**src/rtl/layer_pkg.sv**
```systemverilog
// ---------------------------------------------------------------------------
// layer_pkg : shared types and constants for the layer priority arbiter. rev 1.0
// ---------------------------------------------------------------------------
`default_nettype none

package layer_pkg;

  localparam int NUM_LAYERS = 10;
  localparam int IDX_W      = 4;

  localparam int LYR_SCR = 0;
  localparam int LYR_LIV = 1;
  localparam int LYR_LRR = 2;
  localparam int LYR_INV = 3;
  localparam int LYR_PLR = 4;
  localparam int LYR_BTP = 5;
  localparam int LYR_BTI = 6;
  localparam int LYR_BLK = 7;
  localparam int LYR_SMG = 8;
  localparam int LYR_EMG = 9;

  typedef logic [IDX_W-1:0] layer_idx_t;
  typedef layer_idx_t [NUM_LAYERS-1:0] prio_table_t;

  typedef enum logic [0:0] {
    IDLE  = 1'b0,
    ARMED = 1'b1
  } arb_state_t;

  // Entries at or above this value mark an empty slot.
  localparam layer_idx_t LAYER_LIMIT = layer_idx_t'(NUM_LAYERS);

  function automatic prio_table_t identity_table();
    prio_table_t t;
    for (int i = 0; i < NUM_LAYERS; i++) begin
      t[i] = layer_idx_t'(i);
    end
    return t;
  endfunction

endpackage

`default_nettype wire

```
**src/rtl/layer_prio_encoder.sv**
```systemverilog
// ---------------------------------------------------------------------------
// layer_prio_encoder : first-hit scan of a priority table against requests. rev 1.0
// ---------------------------------------------------------------------------
`default_nettype none

module layer_prio_encoder
  import layer_pkg::*;
(
  input  prio_table_t             table_i,
  input  logic [NUM_LAYERS-1:0]   eff_req_i,
  output logic                    hit_o,
  output layer_idx_t              idx_o
);

  logic [2**IDX_W-1:0] req_pad;

  // Scan from the lowest priority upward so the last assignment is slot 0's.
  always_comb begin
    req_pad                   = '0;
    req_pad[NUM_LAYERS-1:0]   = eff_req_i;
    hit_o                     = 1'b0;
    idx_o                     = '0;
    for (int s = NUM_LAYERS - 1; s >= 0; s--) begin
      if ((table_i[s] < LAYER_LIMIT) && req_pad[table_i[s]]) begin
        hit_o = 1'b1;
        idx_o = table_i[s];
      end
    end
  end

endmodule

`default_nettype wire

```
**src/rtl/layer_arbiter.sv**
```systemverilog
// ---------------------------------------------------------------------------
// layer_arbiter : per-pixel sprite layer scheduler with frame-synchronous table swap. rev 1.0
// ---------------------------------------------------------------------------
`default_nettype none

module layer_arbiter
  import layer_pkg::*;
#(
  parameter int BLINK_FRAMES = 16
) (
  input  logic                  clk,
  input  logic                  resetN,
  input  logic                  startOfFrame,
  input  logic [NUM_LAYERS-1:0] layerReq,
  input  logic [NUM_LAYERS-1:0] blinkEn,
  input  logic                  cfgValid,
  output logic                  cfgReady,
  input  logic [IDX_W-1:0]      cfgSlot,
  input  logic [IDX_W-1:0]      cfgLayer,
  input  logic                  cfgCommit,
  output logic                  commitPending,
  output logic                  winValid,
  output logic [IDX_W-1:0]      winLayer,
  output logic                  bgSel,
  output logic                  blinkPhase
);

  localparam int CNT_W = (BLINK_FRAMES > 1) ? $clog2(BLINK_FRAMES) : 1;
  localparam logic [CNT_W-1:0] CNT_LAST = CNT_W'(BLINK_FRAMES - 1);

  arb_state_t             state_q, state_d;
  prio_table_t            active_q, shadow_q;
  logic [CNT_W-1:0]       frame_cnt_q;
  logic                   blink_q;
  logic                   win_valid_q;
  layer_idx_t             win_layer_q;

  logic [NUM_LAYERS-1:0]  eff_req;
  logic                   enc_hit;
  layer_idx_t             enc_idx;
  logic                   cfg_fire;
  logic                   swap;

  assign eff_req  = layerReq & ~(blinkEn & {NUM_LAYERS{blink_q}});
  assign cfg_fire = cfgValid & cfgReady;
  assign swap     = (state_q == ARMED) & startOfFrame;

  layer_prio_encoder u_enc (
    .table_i   (active_q),
    .eff_req_i (eff_req),
    .hit_o     (enc_hit),
    .idx_o     (enc_idx)
  );

  always_ff @(posedge clk or negedge resetN) begin
    if (!resetN) begin
      state_q <= IDLE;
    end else begin
      state_q <= state_d;
    end
  end

  // A commit seen together with startOfFrame in IDLE only arms; the swap waits a frame.
  always_comb begin
    state_d       = state_q;
    cfgReady      = 1'b0;
    commitPending = 1'b0;
    case (state_q)
      IDLE: begin
        cfgReady = 1'b1;
        if (cfgCommit) state_d = ARMED;
      end
      ARMED: begin
        commitPending = 1'b1;
        if (startOfFrame) state_d = IDLE;
      end
      default: state_d = IDLE;
    endcase
  end

  always_ff @(posedge clk or negedge resetN) begin
    if (!resetN) begin
      active_q <= identity_table();
      shadow_q <= identity_table();
    end else begin
      if (swap) active_q <= shadow_q;
      if (cfg_fire && (cfgSlot < LAYER_LIMIT)) shadow_q[cfgSlot] <= cfgLayer;
    end
  end

  always_ff @(posedge clk or negedge resetN) begin
    if (!resetN) begin
      frame_cnt_q <= '0;
      blink_q     <= 1'b0;
    end else if (startOfFrame) begin
      if (frame_cnt_q == CNT_LAST) begin
        frame_cnt_q <= '0;
        blink_q     <= ~blink_q;
      end else begin
        frame_cnt_q <= frame_cnt_q + 1'b1;
      end
    end
  end

  always_ff @(posedge clk or negedge resetN) begin
    if (!resetN) begin
      win_valid_q <= 1'b0;
      win_layer_q <= '0;
    end else begin
      win_valid_q <= enc_hit;
      if (enc_hit) win_layer_q <= enc_idx;
    end
  end

  assign winValid   = win_valid_q;
  assign winLayer   = win_layer_q;
  assign bgSel      = ~win_valid_q;
  assign blinkPhase = blink_q;

endmodule

`default_nettype wire

```
**config.mk**
```make
export PLATFORM = sky130hd
export DESIGN_NAME = layer_arbiter
export DESIGN_NICKNAME = d
export VERILOG_FILES = /design/src/rtl/layer_pkg.sv /design/src/rtl/layer_prio_encoder.sv /design/src/rtl/layer_arbiter.sv
export SDC_FILE = /design/constraint.sdc
export NUM_CORES = 1
export LEC_CHECK = 0
export CAP_MARGIN = 15
export CORE_ASPECT_RATIO = 1.75
export CORE_MARGIN = 5
export CORE_UTILIZATION = 54
export CTS_CLUSTER_SIZE = 14
export DETAILED_ROUTE_END_ITERATION = 12
export GPL_TIMING_DRIVEN = 0
export PLACE_DENSITY = 0.77
export SYNTH_ARGS = -nofsm -noshare
export SYNTH_HDL_FRONTEND = slang
export SYNTH_SLANG_ARGS = --single-unit
```
**constraint.sdc**
```tcl
create_clock -name clk -period 2.4 [get_ports clk]
set_input_delay 0.24 -clock clk [delete_from_list [all_inputs] [get_ports clk]]
set_output_delay 0.24 -clock clk [all_outputs]
set_load 0.05 [all_outputs]
```
# After elaboration in Yosys (flattened, before gate mapping)
# Index checks and enable logic that the tools add are counted.
word_totals:
  mem_bits_ro: 0
  latch_bits: 0
  output_inout_bits: 9
  wordCells: 120
  memories: 0
  register_bits: 91
  ramBits: 0
op_classes:
  bitwise: 8
  mux: 49
  addsub: 1
  shifts: 0
  n_reduce_logical: 13
  div_mod_pow: 0
  order_cmp: 23
  n_mul: 0
  eq_ne: 1
op_table:
  columns: ["operator", "count"]
  rows:
  - ["less-than comparator 4 x 5 -> 1 bit, second input constant", 11]
  - ["two-way mux 4 bit", 12]
  - ["less-than comparator 4 bit, second input constant", 11]
  - ["binary-select mux 1 bit (select 4 bit)", 10]
  - ["bitwise mux 40 bit", 1]
  - ["two-way mux 1 bit", 24]
  - ["AND 10 bit", 2]
  - ["demux 4 bit (select 4 bit)", 1]
  - ["logical AND 1 bit", 12]
  - ["inverter 10 bit", 1]
  - ["adder 4 x 1 -> 4 bit, second input constant", 1]
  - ["equality test 4 bit, second input constant", 1]
  - ["greater-or-equal comparator 4 x 1 -> 1 bit, second input constant", 1]
  - ["inverter 1 bit", 3]
  - ["AND 1 bit", 2]
  - ["one-hot mux 1 bit (2 select lines)", 1]
  - ["AND reduction 2 bit", 1]

# Logic depth before layout (Yosys ltp)
# Gate-level depths: netlist of run 1.
logic_depth:
  depth_word: 16
  mapped_depth: 9

# Modules after synthesis
# Synthesis of run 1 repeated with hierarchy kept, for this count alone.
hier_totals:
  hier_cells: 413
  area_unflattened_um2: 5046.1
by_module_without_submodules:
  columns: ["mod", "cells_each", "seq_area_each_um2", "area_each_um2", "n_inst"]
  rows:
  - ["layer_arbiter", 232, 2314.7, 3624.7, 1]
  - ["layer_prio_encoder", 181, 0.0, 1421.4, 1]

# Least setup slack after synthesis of run 1
# OpenSTA, ideal clock, no wires.
synth_path:
  kind: "reg-to-reg"
  from: "register blink_q, in the netlist blinkPhase"
  to: "register win_layer_q[2], in the netlist winLayer[2]"
  path_stages_with_launch: 9
  period_less_slack_ps: 2576
  t_required_ps: 2329
  arrival_time_ps: 2505
  slack_ps: -176
  cell_sequence: "dfrtp_1 > a21boi_1 > mux4_2 > o32ai_2 > nand2_1 > nor3_1 > a21bo_2 > a31o_1 > nand4_1"
synth_via:
  elab_chain_cells: 16
  word_cells_on_any_way: 53
synth_rtl:
  columns: ["element", "line", "source"]
  rows:
  - ["start, declared", "layer_arbiter.sv:34", "logic blink_q;"]
  - ["start signal, assigned", "layer_arbiter.sv:98", "blink_q <= ~blink_q;"]
  - ["AND 10 bit (*)", "layer_arbiter.sv:44", "assign eff_req = layerReq & ~(blinkEn & {NUM_LAYERS{blink_q}});"]
  - ["inverter 10 bit (*)", "layer_arbiter.sv:44", null]
  - ["AND 10 bit (*)", "layer_arbiter.sv:44", null]
  - ["binary-select mux 1 bit (select 4 bit)", "layer_prio_encoder.sv:24", "if ((table_i[s] < LAYER_LIMIT) && req_pad[table_i[s]]) begin"]
  - ["two-way mux 1 bit (implied by the code)", "layer_prio_encoder.sv:24", null]
  - ["logical AND 1 bit", "layer_prio_encoder.sv:24", null]
  - ["two-way mux 4 bit / two-way mux 1 bit (equally long branches) (10 in a row)", "layer_prio_encoder.sv:24", null]
  - ["end signal, assigned", "layer_arbiter.sv:111", "if (enc_hit) win_layer_q <= enc_idx;"]
  - ["end, declared", "layer_arbiter.sv:36", "layer_idx_t win_layer_q;"]
# Every way passes the cells marked *; elsewhere a longest branch is shown, timed or not. The select of a mux whose other input is x is not followed.
# A chain may end at the register's enable or synchronous reset.

# Final worst setup path of run 1
layout_path:
  from: "register active_q[20] (netlist name)"
  to: "register win_layer_q[3], in the netlist winLayer[3]"
layout_via:
  elab_chain_cells: 9
  word_cells_on_any_way: 16
layout_rtl:
  columns: ["element", "line", "source"]
  rows:
  - ["start, declared", "layer_arbiter.sv:32", "prio_table_t active_q, shadow_q;"]
  - ["start signal, assigned", "layer_arbiter.sv:83", "active_q <= identity_table();"]
  - ["start signal, assigned", "layer_arbiter.sv:86", "if (swap) active_q <= shadow_q;"]
  - ["binary-select mux 1 bit (select 4 bit)", "layer_prio_encoder.sv:24", null]
  - ["two-way mux 1 bit (implied by the code)", "layer_prio_encoder.sv:24", null]
  - ["logical AND 1 bit (*)", "layer_prio_encoder.sv:24", null]
  - ["two-way mux 4 bit / two-way mux 1 bit (equally long branches) (6 in a row)", "layer_prio_encoder.sv:24", null]
# Marks and branches as above.

==> flow_summary.yaml, run 1 <==
sta:
  setup_ws_ns: -0.296
  finalCritPeriodShare: 1.12
  fmax_mhz: 371
  skew_ns: 0.00904
  relSlewSlack: 0.547
  fin_crit_ns: 2.70
  setup_viol: 5
  drv_slew: 0
  rsz0062_at_grt: "true"
  hold_viol: 0
  worstMarginPinSlew_ns: 0.679
clock_network:
  cts_buffers: 9
  cts_tree: "built"
  clock-sinks: 91
  clock_tree.buffer_depth: 2
  cts_root_buffer: "clkbuf_16"
  insertion_delay_ns: 0.34
  clk_pin_slew_ns: 0.06
  htreeDepth: 3
flow_run:
  cap_violations: 0
floorplan:
  coreArea_sq_um: 10200
  fp.dieH_um: 145
  die_area_sq_um: 12600
  start_util: 0.549
  num_rows: 49
  die_w_um: 87.1
  boundaryPins: 42
cells_and_area:
  multi_input_area_sq_um: 3410
  synthToLayoutAreaGrowth_pct: 29.0
  final_area_sq_um: 7250
  regArea_sq_um: 2320
  fin_nets: 600
  layout-drive-gt1-share: 0.473
  diodes: 0
  fill_cells: 732
  fin_util: 0.708
setup_path:
  r2r_slack_ns: -0.30
  cp.arrival_ns: 2.92
  rr_endpoint: "winLayer[3]"
  worstSetupPathType: "reg -> reg"
  worstPathRequired_ns: 2.62
  rr_startpoint: "active_q[20]"
  critPathMaxFanout: 5
  end_kind: "register"
  rr_worst_depth: 8
  start_kind: "register"
yosys:
  yosys.area.top_type: "dfrtp_1"
  synth_flop_cell: "dfrtp_1"
  ys_seq_elements: 91
  synthDominantCellAreaShare: 0.272
  synth_cells: 481
  yosysSeqAreaShare: 0.412
  synth.distinct_cells: 75
  synth_edf_count: 0
  syn_nets: 515
  async_reset_ff_frac: 1.00
  syn_area_per_cell_sq_um: 11.7
  synthTopCellsByCount: "mux2_2 (102), dfrtp_1 (61), dfstp_2 (30)"
  ys_top_cells_by_area: "dfrtp_1 (27%), mux2_2 (20%), dfstp_2 (14%)"
  yosys_warnings: 0
  yosysMostFrequentCell: "mux2_2"
  synthesis.area_sq_um: 5620
grt:
  grt_max_degree: 64
  grt_first_pass_wirelength_mm: 25.6
  grt_usage: 0.265
  grt_overflow: 0
  antenna_found_initial: 0
  grt_pass1_vias: 4739
run_status:
  violations: "negative setup slack"
  outcome: "finished with violations"
pwr:
  cellLeakagePower_nw: 2.98
  power.density_nw_per_um2: 1290
  ir_worst_vdd_mv: 0.754
detailed_routing:
  dr_total_vias: 4567
  drc: 0
  wire_per_inst_um: 23.5
  detail-route-antenna-nets: 0
  routed_wl_mm: 16.4
  drt_iter0_markers: 424
  first_pass_iters: 5
  via_per_inst: 6.54
placement:
  dp_hpwl_mm: 11.5
  io_buffer_count: 33
  gp_congestion: 0.947
  post_dp_cell_area_sq_um: 6150
hold_path:
  min_path_cells: 2
  min_path_type: "in -> reg"
  hp-start: "startOfFrame"
  holdPathEnd: "frame_cnt_q[0]"
## metrics by stage
step | cells | TNS [ns] | setup WS (ns) | power [W] | hold WS, ns
after floorplan | 481 | -0.00733 | -0.00733 | 0.00536 | -0.0556
after global routing | 698 | -1.43 | -0.343 | 0.00978 | 0.332
after CTS | 691 | -0.873 | -0.223 | 0.00887 | 0.280
final | 698 | -1.10 | -0.296 | 0.00935 | 0.299
after global placement | 641 | -148.86 | -2.48 | 0.00633 | 0.464
after detailed placement | 642 | -3.99 | -1.03 | 0.00644 | 0.189
## final cells by class
type / count / share of cell area
plain buffers: 22 / 0.0205
clock buffers: 12 / 0.0340
multi-input cells: 344 / 0.471
clock inverters: 4 / 0.0136
flip-flops and latches: 91 / 0.320
inverters: 21 / 0.0109
repair buffers: 77 / 0.108
well taps: 127 / 0.0219
## kinds of logic after synthesis
logic type      synth area share
compound gates             0.130
fa+ha+maj                0.00223
simple gates               0.118
xor+xnor                 0.00312
flops                      0.412
buf+inv                   0.0379
mux                        0.297
## critical path, cell delays in order, from the launching register on
cell      delay, ns
dfstp_2        0.60
buf_12         0.11
mux4_2         0.47
a221o_1        0.38
nand3b_1       0.24
buf_6          0.15
nor3_4         0.04
and4_4         0.22
a221o_1        0.35
## where the power goes
| group | total, W | switching, W | internal, W |
|---|---|---|---|
| combinational | 0.00489 | 0.00239 | 0.00250 |
| clock | 0.00159 | 0.000546 | 0.00105 |
| sequential | 0.00287 | 0.000671 | 0.00220 |
## what timing repair did
action,CTS,global route
buffers inserted,32,9
setup endpoints to repair,5,5
gates resized for setup,51,25
cloned,1,0
hold endpoints to repair,14,0
pin swaps,29,19
hold buffers,1,0
## layer usage
metal  routed length (um)  vias to the layer above  global-route usage
li1                     -                     2009                   -
met1                 6060                     2285               0.320
met2                 8480                      203               0.439
met3                  881                       70              0.0357
met4                 1010                        0               0.157
met5                    0                        -                   0
## flip-flops by register name (all words and copies together), names as in the netlist
name         cells
state_q          1
winLayer         4
winValid         1
frame_cnt_q      4
active_q        40
blinkPhase       1
shadow_q        40
## how the worst max path moves through the flow
| stage | start | to | slack, ns |
|---|---|---|---|
| floorplan | active_q[20] | winLayer[2] | -0.007 |
| global placement | resetN | blinkPhase | -2.48 |
| detailed placement | layerReq[1] | winLayer[3] | -1.03 |
| CTS | active_q[4] | winLayer[1] | -0.22 |
| global route | active_q[20] | winLayer[1] | -0.34 |
| finish | active_q[20] | winLayer[3] | -0.30 |
## layout by cell type (no fill, tap or decap), types with 5 or more instances in the layout
| cell type | count |
|---|---|
| nor2_1 | 20 |
| nand4_1 | 5 |
| nand3b_1 | 7 |
| clkbuf_16 | 9 |
| o211ai_1 | 9 |
| nand2_1 | 22 |
| nor2b_1 | 8 |
| clkdlybuf4s50_1 | 27 |
| buf_12 | 7 |
| dfrtp_1 | 59 |
| buf_4 | 37 |
| a21boi_4 | 7 |
| mux4_2 | 10 |
| mux2i_1 | 25 |
| inv_1 | 21 |
| clkbuf_1 | 9 |
| mux2_2 | 101 |
| o21ai_0 | 7 |
| nand3_1 | 12 |
| dfstp_2 | 30 |
(Power assumes the default switching activity.)
==> run 2: changes to the inputs <==
CORE_UTILIZATION = 55   (was 54)
DONT_BUFFER_PORTS = 1   (was default)
PLACE_DENSITY = 0.73   (was 0.77)
==> flow_summary.yaml, run 2 (synthesis results as in run 1) <==
placement:
  gp_congestion: 0.944
  io_buffer_count: 0
  post_dp_cell_area_sq_um: 5790
  dp_hpwl_mm: 11.2
  place_ws_ns: -0.773
cells_and_area:
  final_area_sq_um: 7000
  final_common_cell: "mux2_2"
  reg.largest.list: "active_q x40, shadow_q x40"
  diodes: 0
  final_cell_mix: "mux2_2 (101), dfrtp_1 (60), buf_4 (41)"
  synthToLayoutAreaGrowth_pct: 24.5
  layout-drive-gt1-share: 0.526
  fin_util: 0.706
  fin_nets: 574
sta:
  worstMarginPinSlew_ns: 0.700
  skew_ns: 0.00434
  drv_slew: 0
  whs_ns: 0.0242
  rsz0062_at_grt: "true"
  relSlewSlack: 0.533
  fin_crit_ns: 2.72
  fmax_mhz: 367
  setup_ws_ns: -0.323
  hold_viol: 0
  finalCritPeriodShare: 1.13
  setup_viol: 5
setup_path:
  path_delay_family: "simple AND/OR/NAND/NOR gates"
  critPathMaxStageDelay_ns: 0.63
  rr_startpoint: "blinkPhase"
  worstSetupPathType: "reg -> reg"
  cp.arrival_ns: 2.96
  worstSetupStartpoint: "blinkPhase"
  critPathMaxFanout: 7
  path_cells: "buf_6, a21boi_4, mux2i_1, mux2_4, o21ai_2, nor2_1, or4b_1, and3_4, o311ai_4"
  worstPathRequired_ns: 2.63
  start_kind: "register"
  crit_slowest_cell: "dfrtp_4"
  end_kind: "register"
  worst-path-buf-inv: 1
clock_network:
  cts_root_buffer: "clkbuf_16"
  clk_pin_slew_ns: 0.06
  clock_tree.buffer_depth: 2
  insertion_delay_ns: 0.34
  cts_buffers: 9
  clock-sinks: 91
  htreeDepth: 3
  cts_tree: "built"
pwr:
  power.density_nw_per_um2: 1340
  fin_total_pwr_w: 0.00936
  cellLeakagePower_nw: 2.84
  ir_worst_vdd_mv: 0.819
floorplan:
  start_util: 0.567
  fp.dieH_um: 144
  die_w_um: 86.4
  num_rows: 48
  coreArea_sq_um: 9910
  boundaryPins: 42
  die_area_sq_um: 12400
detailed_routing:
  top_layer: "met4"
  routed-wl-met3_um: 750
  first_pass_iters: 5
  drt_iter0_markers: 286
  via_per_inst: 6.64
  detail-route-antenna-nets: 0
  wl_met1_mm: 6.11
  drc: 0
  wire_per_inst_um: 24.3
  routed_wl_mm: 16.2
  dr_total_vias: 4443
  met2_length_mm: 8.23
run_status:
  violations: "negative setup slack"
  outcome: "finished with violations"
grt:
  antenna_found_initial: 0
  grt_max_degree: 92
  grt_first_pass_wirelength_mm: 25.4
  grt_usage: 0.269
  grt_pass1_vias: 4659
  grt_overflow: 0
flow_run:
  cap_violations: 0
hold_path:
  min_path_type: "in -> reg"
  hp-start: "cfgCommit"
==> run 2: cell count changes in the layout (fill, tap and decap cells not counted), sizes merged, moves of 2 or more <==
| cell | delta |
|---|---|
| bufinv | -2 |
| buf | +6 |
| dlygate4sd2 | -4 |
| clkinvlp | +2 |
| clkdlybuf4s50 | -27 |
| clkbuf | +2 |
==> run 2: cell type report <==
cell class	instances	area (sq um)
well taps	125	156
plain buffers	23	159
clock buffers	13	250
repair buffers	50	453
multi-input cells	344	3540
inverters	21	82.6
flip-flops and latches	91	2320
clock inverters	2	37.5
fillers	726	2910
==> run 2: timing repair <==
item                                    in CTS  in global routing
hold endpoints to repair                    91                  0
endpoints found under the setup margin       5                  7
resized for setup                           62                 36
buffers inserted                            27                 20
hold buffers                                 2                  0
cloned                                       1                  0
pin swaps                                   28                 27
==> run 2: path summary, 6_finish.rpt <==
path	cells after the start	to	slack (ns)
worst max-delay path	9	winLayer[0]	-0.32
worst min-delay path	2	state_q	0.02
worst max register to register	9	winLayer[0]	-0.32
worst min register to register	1	active_q[2]	0.50
max in group asynchronous	2	shadow_q[25]	1.54
min in group asynchronous	2	shadow_q[2]	0.45
==> run 2: worst reg2reg max path, stage by stage, from the launching register on <==
cell and delay [ns]:
dfrtp_4 0.63, buf_6 0.20, a21boi_4 0.22, mux2i_1 0.12
mux2_4 0.28, o21ai_2 0.13, nor2_1 0.09, or4b_1 0.48
and3_4 0.21, o311ai_4 0.27
==> run 2: metrics by stage <==
stage | TNS [ns] | instances
final | -1.42 | 669
after global routing | -1.77 | 669
after CTS | -1.41 | 650
after detailed placement | -3.44 | 606
after global placement | -3.51 | 606
after floorplan | -0.00733 | 481
==> run 2: power breakdown <==
| group | switching (W) | total, W | internal, W |
|---|---|---|---|
| Sequential | 0.000832 | 0.00302 | 0.00219 |
| Clock | 0.000547 | 0.00138 | 0.000831 |
| Combinational | 0.00234 | 0.00496 | 0.00262 |
| Total | 0.00372 | 0.00936 | 0.00563 |
==> run 2: per-layer routing <==
metal / track usage / vias up
met4: 0.163 / 0
met5: 0 / -
met3: 0.0436 / 87
met2: 0.458 / 173
li1: - / 1948
met1: 0.314 / 2235
